==> config.mk <==
export PLATFORM = sky130hd
export DESIGN_NAME = uart_ctrl_flat
export DESIGN_NICKNAME = d
export VERILOG_FILES = /design/src/rtl/uart_ctrl_if.sv /design/src/rtl/uart_ctrl.sv /design/src/flat_wrapper.sv
export SDC_FILE = /design/constraint.sdc
export NUM_CORES = 1
export LEC_CHECK = 0
export ABC_AREA = 1
export BUFFER_PORTS_ARGS = -buffer_cell sky130_fd_sc_hd__buf_2
export CAP_MARGIN = 10
export CORE_MARGIN = 4
export CORE_UTILIZATION = 45
export CTS_CLUSTER_SIZE = 24
export DETAILED_ROUTE_END_ITERATION = 8
export PLACE_DENSITY = 0.67
export SLEW_MARGIN = 40
export SYNTH_ARGS = -nofsm -noshare
export SYNTH_HDL_FRONTEND = slang
export SYNTH_SLANG_ARGS = --single-unit
==> constraint.sdc <==
create_clock -name sysclk -period 2.6 [get_ports sysclk]
set_input_delay 0.52 -clock sysclk [delete_from_list [all_inputs] [get_ports sysclk]]
set_output_delay 0.52 -clock sysclk [all_outputs]
set_load 0.05 [all_outputs]
==> src/rtl/uart_ctrl_if.sv <==
// Peripheral-bus view of the UART controller: register strobes, read data and interrupt line.
interface uart_ctrl_if;
  logic [7:0]  addr;
  logic        rd;
  logic        wr;
  logic [31:0] wdata;
  logic [31:0] rdata;
  logic        irq;

  modport master (output addr, rd, wr, wdata, input rdata, irq);
  modport slave  (input addr, rd, wr, wdata, output rdata, irq);
endinterface

==> src/rtl/uart_ctrl.sv <==
// Memory-mapped 8N1 UART: TX/RX sequencers, one-byte receive buffer, TXD/RXD/CON registers and irq.
module uart_ctrl #(
  parameter int CLKS_PER_BIT = 10416
) (
  input  logic        sysclk,
  input  logic        reset,
  uart_ctrl_if.slave  bus,
  input  logic        UART_RX,
  output logic        UART_TX
);
  localparam int CW = $clog2(CLKS_PER_BIT);
  localparam logic [CW-1:0] BIT_LAST  = CW'(CLKS_PER_BIT - 1);
  localparam logic [CW-1:0] HALF_LAST = CW'(CLKS_PER_BIT / 2 - 1);
  localparam logic [7:0] ADDR_TXD = 8'h18;
  localparam logic [7:0] ADDR_RXD = 8'h1C;
  localparam logic [7:0] ADDR_CON = 8'h20;

  typedef enum logic [1:0] {IDLE, START, DATA, STOP} uart_state_e;

  uart_state_e   tx_state, tx_state_n, rx_state, rx_state_n;
  logic [CW-1:0] tx_cnt, tx_cnt_n, rx_cnt, rx_cnt_n;
  logic [2:0]    tx_idx, tx_idx_n, rx_idx, rx_idx_n;
  logic          tx_q, tx_n, tx_finish;
  logic [7:0]    tx_byte, rx_shift, rx_data;
  logic          rx_meta, rx_sync, rx_shift_en, rx_good, rx_bad;
  logic          tx_irq_en, rx_irq_en, tx_done, rx_valid, tx_busy, overrun, frame_err;
  logic          txd_wr, con_wr, con_rd, rxd_rd;
  logic [31:0]   rdata;
  logic          unused_wdata;

  // Writes to TXD while a frame is in flight are silently dropped.
  assign txd_wr = bus.wr && (bus.addr == ADDR_TXD) && !tx_busy;
  assign con_wr = bus.wr && (bus.addr == ADDR_CON);
  assign con_rd = bus.rd && (bus.addr == ADDR_CON);
  assign rxd_rd = bus.rd && (bus.addr == ADDR_RXD);
  assign unused_wdata = &{1'b0, bus.wdata[31:8]};

  // The TX FSM leaves IDLE one edge after tx_busy is set, so UART_TX falls one cycle after the write.
  always_comb begin
    // NOTE: every signal written here gets a default first, so no latch can be inferred.
    tx_state_n = tx_state;
    tx_cnt_n   = tx_cnt + 1'b1;
    tx_idx_n   = tx_idx;
    tx_n       = tx_q;
    tx_finish  = 1'b0;
    case (tx_state)
      IDLE: begin
        tx_cnt_n = '0;
        tx_n     = 1'b1;
        if (tx_busy) begin
          tx_state_n = START;
          tx_n       = 1'b0;
        end
      end
      START: if (tx_cnt == BIT_LAST) begin
        tx_cnt_n   = '0;
        tx_idx_n   = '0;
        tx_state_n = DATA;
        tx_n       = tx_byte[0];
      end
      DATA: if (tx_cnt == BIT_LAST) begin
        tx_cnt_n = '0;
        if (tx_idx == 3'd7) begin
          tx_state_n = STOP;
          tx_n       = 1'b1;
        end else begin
          tx_idx_n = tx_idx + 3'd1;
          tx_n     = tx_byte[tx_idx + 3'd1];
        end
      end
      STOP: if (tx_cnt == BIT_LAST) begin
        tx_cnt_n   = '0;
        tx_state_n = IDLE;
        tx_finish  = 1'b1;
      end
      default: tx_state_n = IDLE;
    endcase
  end

  // RX samples mid-bit: half a bit after the detected start edge, then once per bit period.
  always_comb begin
    rx_state_n  = rx_state;
    rx_cnt_n    = rx_cnt + 1'b1;
    rx_idx_n    = rx_idx;
    rx_shift_en = 1'b0;
    rx_good     = 1'b0;
    rx_bad      = 1'b0;
    case (rx_state)
      IDLE: begin
        rx_cnt_n = '0;
        if (!rx_sync) rx_state_n = START;
      end
      START: if (rx_cnt == HALF_LAST) begin
        rx_cnt_n   = '0;
        rx_idx_n   = '0;
        rx_state_n = rx_sync ? IDLE : DATA;
      end
      DATA: if (rx_cnt == BIT_LAST) begin
        rx_cnt_n    = '0;
        rx_shift_en = 1'b1;
        if (rx_idx == 3'd7) rx_state_n = STOP;
        else                rx_idx_n   = rx_idx + 3'd1;
      end
      STOP: if (rx_cnt == BIT_LAST) begin
        rx_cnt_n   = '0;
        rx_state_n = IDLE;
        rx_good    = rx_sync;
        rx_bad     = !rx_sync;
      end
      default: rx_state_n = IDLE;
    endcase
  end

  always_ff @(posedge sysclk) begin
    // NOTE: all state here uses non-blocking assignments so every flop sees pre-edge values.
    if (!reset) begin
      rx_meta   <= 1'b1;
      rx_sync   <= 1'b1;
      tx_state  <= IDLE;
      rx_state  <= IDLE;
      tx_cnt    <= '0;
      rx_cnt    <= '0;
      tx_idx    <= '0;
      rx_idx    <= '0;
      tx_q      <= 1'b1;
      tx_byte   <= '0;
      rx_shift  <= '0;
      rx_data   <= '0;
      tx_irq_en <= 1'b0;
      rx_irq_en <= 1'b0;
      tx_done   <= 1'b0;
      rx_valid  <= 1'b0;
      tx_busy   <= 1'b0;
      overrun   <= 1'b0;
      frame_err <= 1'b0;
    end else begin
      rx_meta  <= UART_RX;
      rx_sync  <= rx_meta;
      tx_state <= tx_state_n;
      rx_state <= rx_state_n;
      tx_cnt   <= tx_cnt_n;
      rx_cnt   <= rx_cnt_n;
      tx_idx   <= tx_idx_n;
      rx_idx   <= rx_idx_n;
      tx_q     <= tx_n;
      if (txd_wr) begin
        tx_byte <= bus.wdata[7:0];
        tx_busy <= 1'b1;
      end else if (tx_finish) begin
        tx_busy <= 1'b0;
      end
      if (con_wr) {rx_irq_en, tx_irq_en} <= bus.wdata[1:0];
      if (rx_shift_en) rx_shift <= {rx_sync, rx_shift[7:1]};
      if (rx_good) rx_data <= rx_shift;
      // Setting a flag takes priority over the read that would clear it in the same cycle.
      tx_done   <= tx_finish | (tx_done & !con_rd);
      rx_valid  <= rx_good | (rx_valid & !rxd_rd);
      overrun   <= (rx_good & rx_valid & !rxd_rd) | (overrun & !con_rd);
      frame_err <= rx_bad | (frame_err & !con_rd);
    end
  end

  always_comb begin
    rdata = '0;
    if (bus.rd) begin
      case (bus.addr)
        ADDR_TXD: rdata = {24'b0, tx_byte};
        ADDR_RXD: rdata = {24'b0, rx_data};
        ADDR_CON: rdata = {25'b0, frame_err, overrun, tx_busy, rx_valid, tx_done, rx_irq_en, tx_irq_en};
        default:  rdata = '0;
      endcase
    end
  end

  assign bus.rdata = rdata;
  assign bus.irq   = (tx_irq_en & tx_done) | (rx_irq_en & rx_valid);
  assign UART_TX   = tx_q;
endmodule

==> src/flat_wrapper.sv <==
// flat-port wrapper written by rule: the top's interface ports become plain ports
module uart_ctrl_flat 
#(
  parameter int CLKS_PER_BIT = 10416
)
  (sysclk, reset, UART_RX, UART_TX, bus_addr, bus_rd, bus_wr, bus_wdata, bus_rdata, bus_irq);
  uart_ctrl_if bus_i ();
  input  logic sysclk;
  input  logic reset;
  input  logic UART_RX;
  output logic UART_TX;
  input wire logic [$bits(bus_i.addr)-1:0] bus_addr;
  input wire logic [$bits(bus_i.rd)-1:0] bus_rd;
  input wire logic [$bits(bus_i.wr)-1:0] bus_wr;
  input wire logic [$bits(bus_i.wdata)-1:0] bus_wdata;
  output wire logic [$bits(bus_i.rdata)-1:0] bus_rdata;
  output wire logic [$bits(bus_i.irq)-1:0] bus_irq;
  assign bus_i.addr = bus_addr;
  assign bus_i.rd = bus_rd;
  assign bus_i.wr = bus_wr;
  assign bus_i.wdata = bus_wdata;
  assign bus_rdata = bus_i.rdata;
  assign bus_irq = bus_i.irq;
  uart_ctrl #(.CLKS_PER_BIT(CLKS_PER_BIT)) u_core (.sysclk(sysclk), .reset(reset), .bus(bus_i), .UART_RX(UART_RX), .UART_TX(UART_TX));
endmodule
==> metrics.json <==
{
  "avg_vias_per_cell": 4.87,
  "synth_async_sr_flop_share_pct": 0,
  "yosysSeqAreaShare_pct": 36.7,
  "worstPathCellList": "buf_2, nor2_1, nand3_1, nand3b_1, inv_2, nand2_1, o31ai_2, nand2_1, inv_1, buf_2",
  "clkSlewWorstSetupHoldPaths_ns": 0.08,
  "synthDominantAreaCellType": "dfxtp_1",
  "static-leakage-power_nw": 1.82,
  "grt_pass1_vias": 3016,
  "synth_most_common_cell": "nand2_1",
  "grt_setup_unrepaired": "false",
  "placed_area_mm2": 0.00406,
  "port_buffers": 30,
  "post_cts_buffers": 0,
  "placementRows": 33,
  "global_route.overflow_total": 0,
  "totalNegativeSetupSlack_ns": 0,
  "layout_worst_path_cycle_share_pct": 93.4,
  "reg2regPathDepth": 8,
  "initial_utilization_pct": 47.1,
  "power.ir.vdd_worst_mv": 0.541,
  "worstHoldPathCells": 2,
  "critical-path-slowest-cell": "buf_2",
  "timing.final.setup_violations": 0,
  "antenna_violations_before_repair": 0,
  "die_h_um": 101,
  "netlist_instances": 541,
  "hold_path_startpoint": "UART_RX",
  "cp_max_fo": 8,
  "r2r_start": "u_core.tx_cnt[0]",
  "area_of_the_core_region_mm2": 0.00834,
  "critical_path_arrival_ns": 1.91,
  "timing.final.max_slew_violations": 0,
  "synth_area_leaders": "dfxtp_1, nand2_1, inv_1",
  "tritoncts": "yes",
  "cts_bufs_inserted": 9,
  "count_of_cell_types_in_the_netlist": 44,
  "setup.worst_path.end_class": "output port",
  "rel_slew_slack_pct": 62.1,
  "setup.worst_path.start": "bus_addr[3]",
  "cts.path.max_buffers": 2,
  "drt_iter0_markers": 84,
  "register_bit_count_reported_by_yosys": 72,
  "synth_ff_type": "dfxtp_1",
  "drt_pre_antenna_iters": 4,
  "tritoncts_num_sinks": 72,
  "pwr_density_cell_mw_per_mm2": 626,
  "area_grow_syn2layout_pct": 9.88,
  "run_status": "completed",
  "most_frequent_cells_after_synthesis": "nand2_1, inv_1, dfxtp_1, nor2_1, a21oi_1",
  "routed_wire_length_per_instance_um": 11.2,
  "worst_setup_path_start_kind": "input port",
  "grtUsageTotal_pct": 15.4,
  "final_antenna_net_count": 0,
  "top_level_ports": 79,
  "cts_hold_buffers": 0,
  "layout-drive-gt1-share_pct": 16.6,
  "worstSetupPathType": "in2out",
  "timing.final.hold_violations": 0,
  "ctsHtreeMaxLevel": 3,
  "design.die.area_mm2": 0.0103,
  "clock_latency_at_the_later_pin_of_the_worst_skew_pair_ns": 0.34,
  "fmax_mhz": 412,
  "design.final.nets": 630,
  "n_fill_cell": 846,
  "grt_max_degree": 22,
  "synth_top_area_share_pct": 36.7,
  "grt_pass1_wl_um": 12900,
  "synth.cell_area_mm2": 0.00393,
  "routed_wl_um": 7640,
  "hold_class": "in2reg",
  "antenna_cells": 0,
  "worst_slew_pin_tran_ns": 0.566,
  "synthesis.area_per_instance_um2": 7.26,
  "die_w_um": 101,
  "finalWeightedCongestion": 0.842,
  "cts_repair_resize_count": 0,
  "design_area_mm2": 0.00431,
  "synth.yosys.warnings": 0,
  "drv_cap": 0,
  "finalClockSkew_ns": 0.00664,
  "num_vias": 3323,
  "report.power.total_w": 0.00270,
  "critPathRequiredTime_ns": 2.08,
  "hpwl_um": 5860,
  "clock_root_buffer": "clkbuf_8",
  "critical_path.max_stage_delay_ns": 0.25,
  "number_of_design_rule_violations_left_after_detail_routing": 0,
  "period_minus_slack_ns": 2.43,
  "synth_edf_count": 0
}
layout by cell type, fill, tap and decap left out, types with 2 or more instances in the layout:
| cell | instances |
|---|---|
| o21ai_0 | 25 |
| o211ai_1 | 2 |
| a21oi_1 | 40 |
| o221ai_1 | 6 |
| nor2_1 | 58 |
| nor3b_2 | 2 |
| dfxtp_1 | 72 |
| nand2_1 | 101 |
| ha_1 | 12 |
| clkbuf_8 | 9 |
| a211oi_2 | 7 |
| o21ai_2 | 2 |
| a21oi_2 | 2 |
| nand2_2 | 2 |
| inv_2 | 4 |
| nand4_1 | 8 |
| xnor2_1 | 2 |
| xor2_1 | 9 |
| buf_4 | 2 |
| o21ai_1 | 2 |
| or2_2 | 2 |
| nor3_1 | 6 |
| buf_2 | 29 |
| nor2_2 | 17 |
| nand2_4 | 2 |
| conb_1 | 24 |
| bufinv_16 | 3 |
| clkinv_4 | 2 |
| nand3_1 | 26 |
| inv_1 | 83 |
stage by stage:
stage / cells / setup WS, ns / hold slack, ns / util (%)
4_1_cts: 683 / 0.174 / 0.343 / 51.6
5_1_grt: 683 / 0.00878 / 0.347 / 51.7
3_3_place_gp: 667 / 0.223 / 0.406 / 48.6
6_report: 683 / 0.173 / 0.354 / 51.7
2_1_floorplan: 564 / 0.484 / 0.393 / -
3_5_place_dp: 667 / 0.174 / 0.404 / 48.6
registers in the layout (all words and copies together), names as in the netlist, named ones only:
register,flops
u_core.overrun,1
u_core.tx_busy,1
u_core.rx_sync,1
u_core.tx_state,2
u_core.rx_irq_en,1
u_core.rx_idx,3
u_core.frame_err,1
u_core.rx_data,8
u_core.rx_meta,1
u_core.tx_idx,3
u_core.rx_shift,8
u_core.rx_valid,1
u_core.UART_TX,1
u_core.tx_irq_en,1
u_core.rx_state,1
u_core.rx_cnt,14
u_core.tx_cnt,14
u_core.tx_byte,8
u_core.tx_done,1
worst max-delay path, delay by kind of cell:
kind / cells / cell delay [ns]
AND/OR/NAND/NOR: 5 / 0.63
AO/OA/AOI/OAI: 1 / 0.17
buffers and inverters: 4 / 0.59
cell families (layout without fill, tap and decap cells):
family | count (synthesis) | count (layout) | synth area share, %
simple gates | 230 | 230 | 26.8
buf+inv | 122 | 136 | 14.9
compound gates | 93 | 93 | 15.2
flops | 72 | 72 | 36.7
fa+ha+maj | 12 | 12 | 3.83
xor+xnor | 11 | 11 | 2.45
other cells | 1 | 24 | 0.0955
area by class of cell:
type / count / area, um2 / share of cell area [%]
Inverter: 88 / 333 / 7.72
Sequential cell: 72 / 1440 / 33.4
Clock inverter: 7 / 120 / 2.79
Tap cell: 105 / 131 / 3.05
Multi-Input combinational cell: 370 / 2000 / 46.3
Clock buffer: 9 / 124 / 2.87
Timing Repair Buffer: 32 / 168 / 3.89
path summary, 6_finish.rpt:
check / endpoint / slack, ns
setup / recovery: bus_rdata[3] / 0.17
hold / removal: u_core.rx_meta / 0.35
setup reg to reg: u_core.tx_cnt[11] / 0.91
hold reg to reg: u_core.rx_sync / 0.42
routing by layer:
layer  global-route usage [%]  wire length [um]  up-vias
met5                        0                 0        -
met1                     18.7              3540     1524
met4                     5.21               131        0
li1                         -                 -     1742
met3                     4.41               299       13
met2                     26.1              3670       44
power by group:
part           switching, W  total [W]  internal (W)
Clock              0.000421    0.00106      0.000638
Combinational      0.000341   0.000479      0.000139
Sequential        0.0000286    0.00116       0.00113
Power figures use the tool's default switching activity.
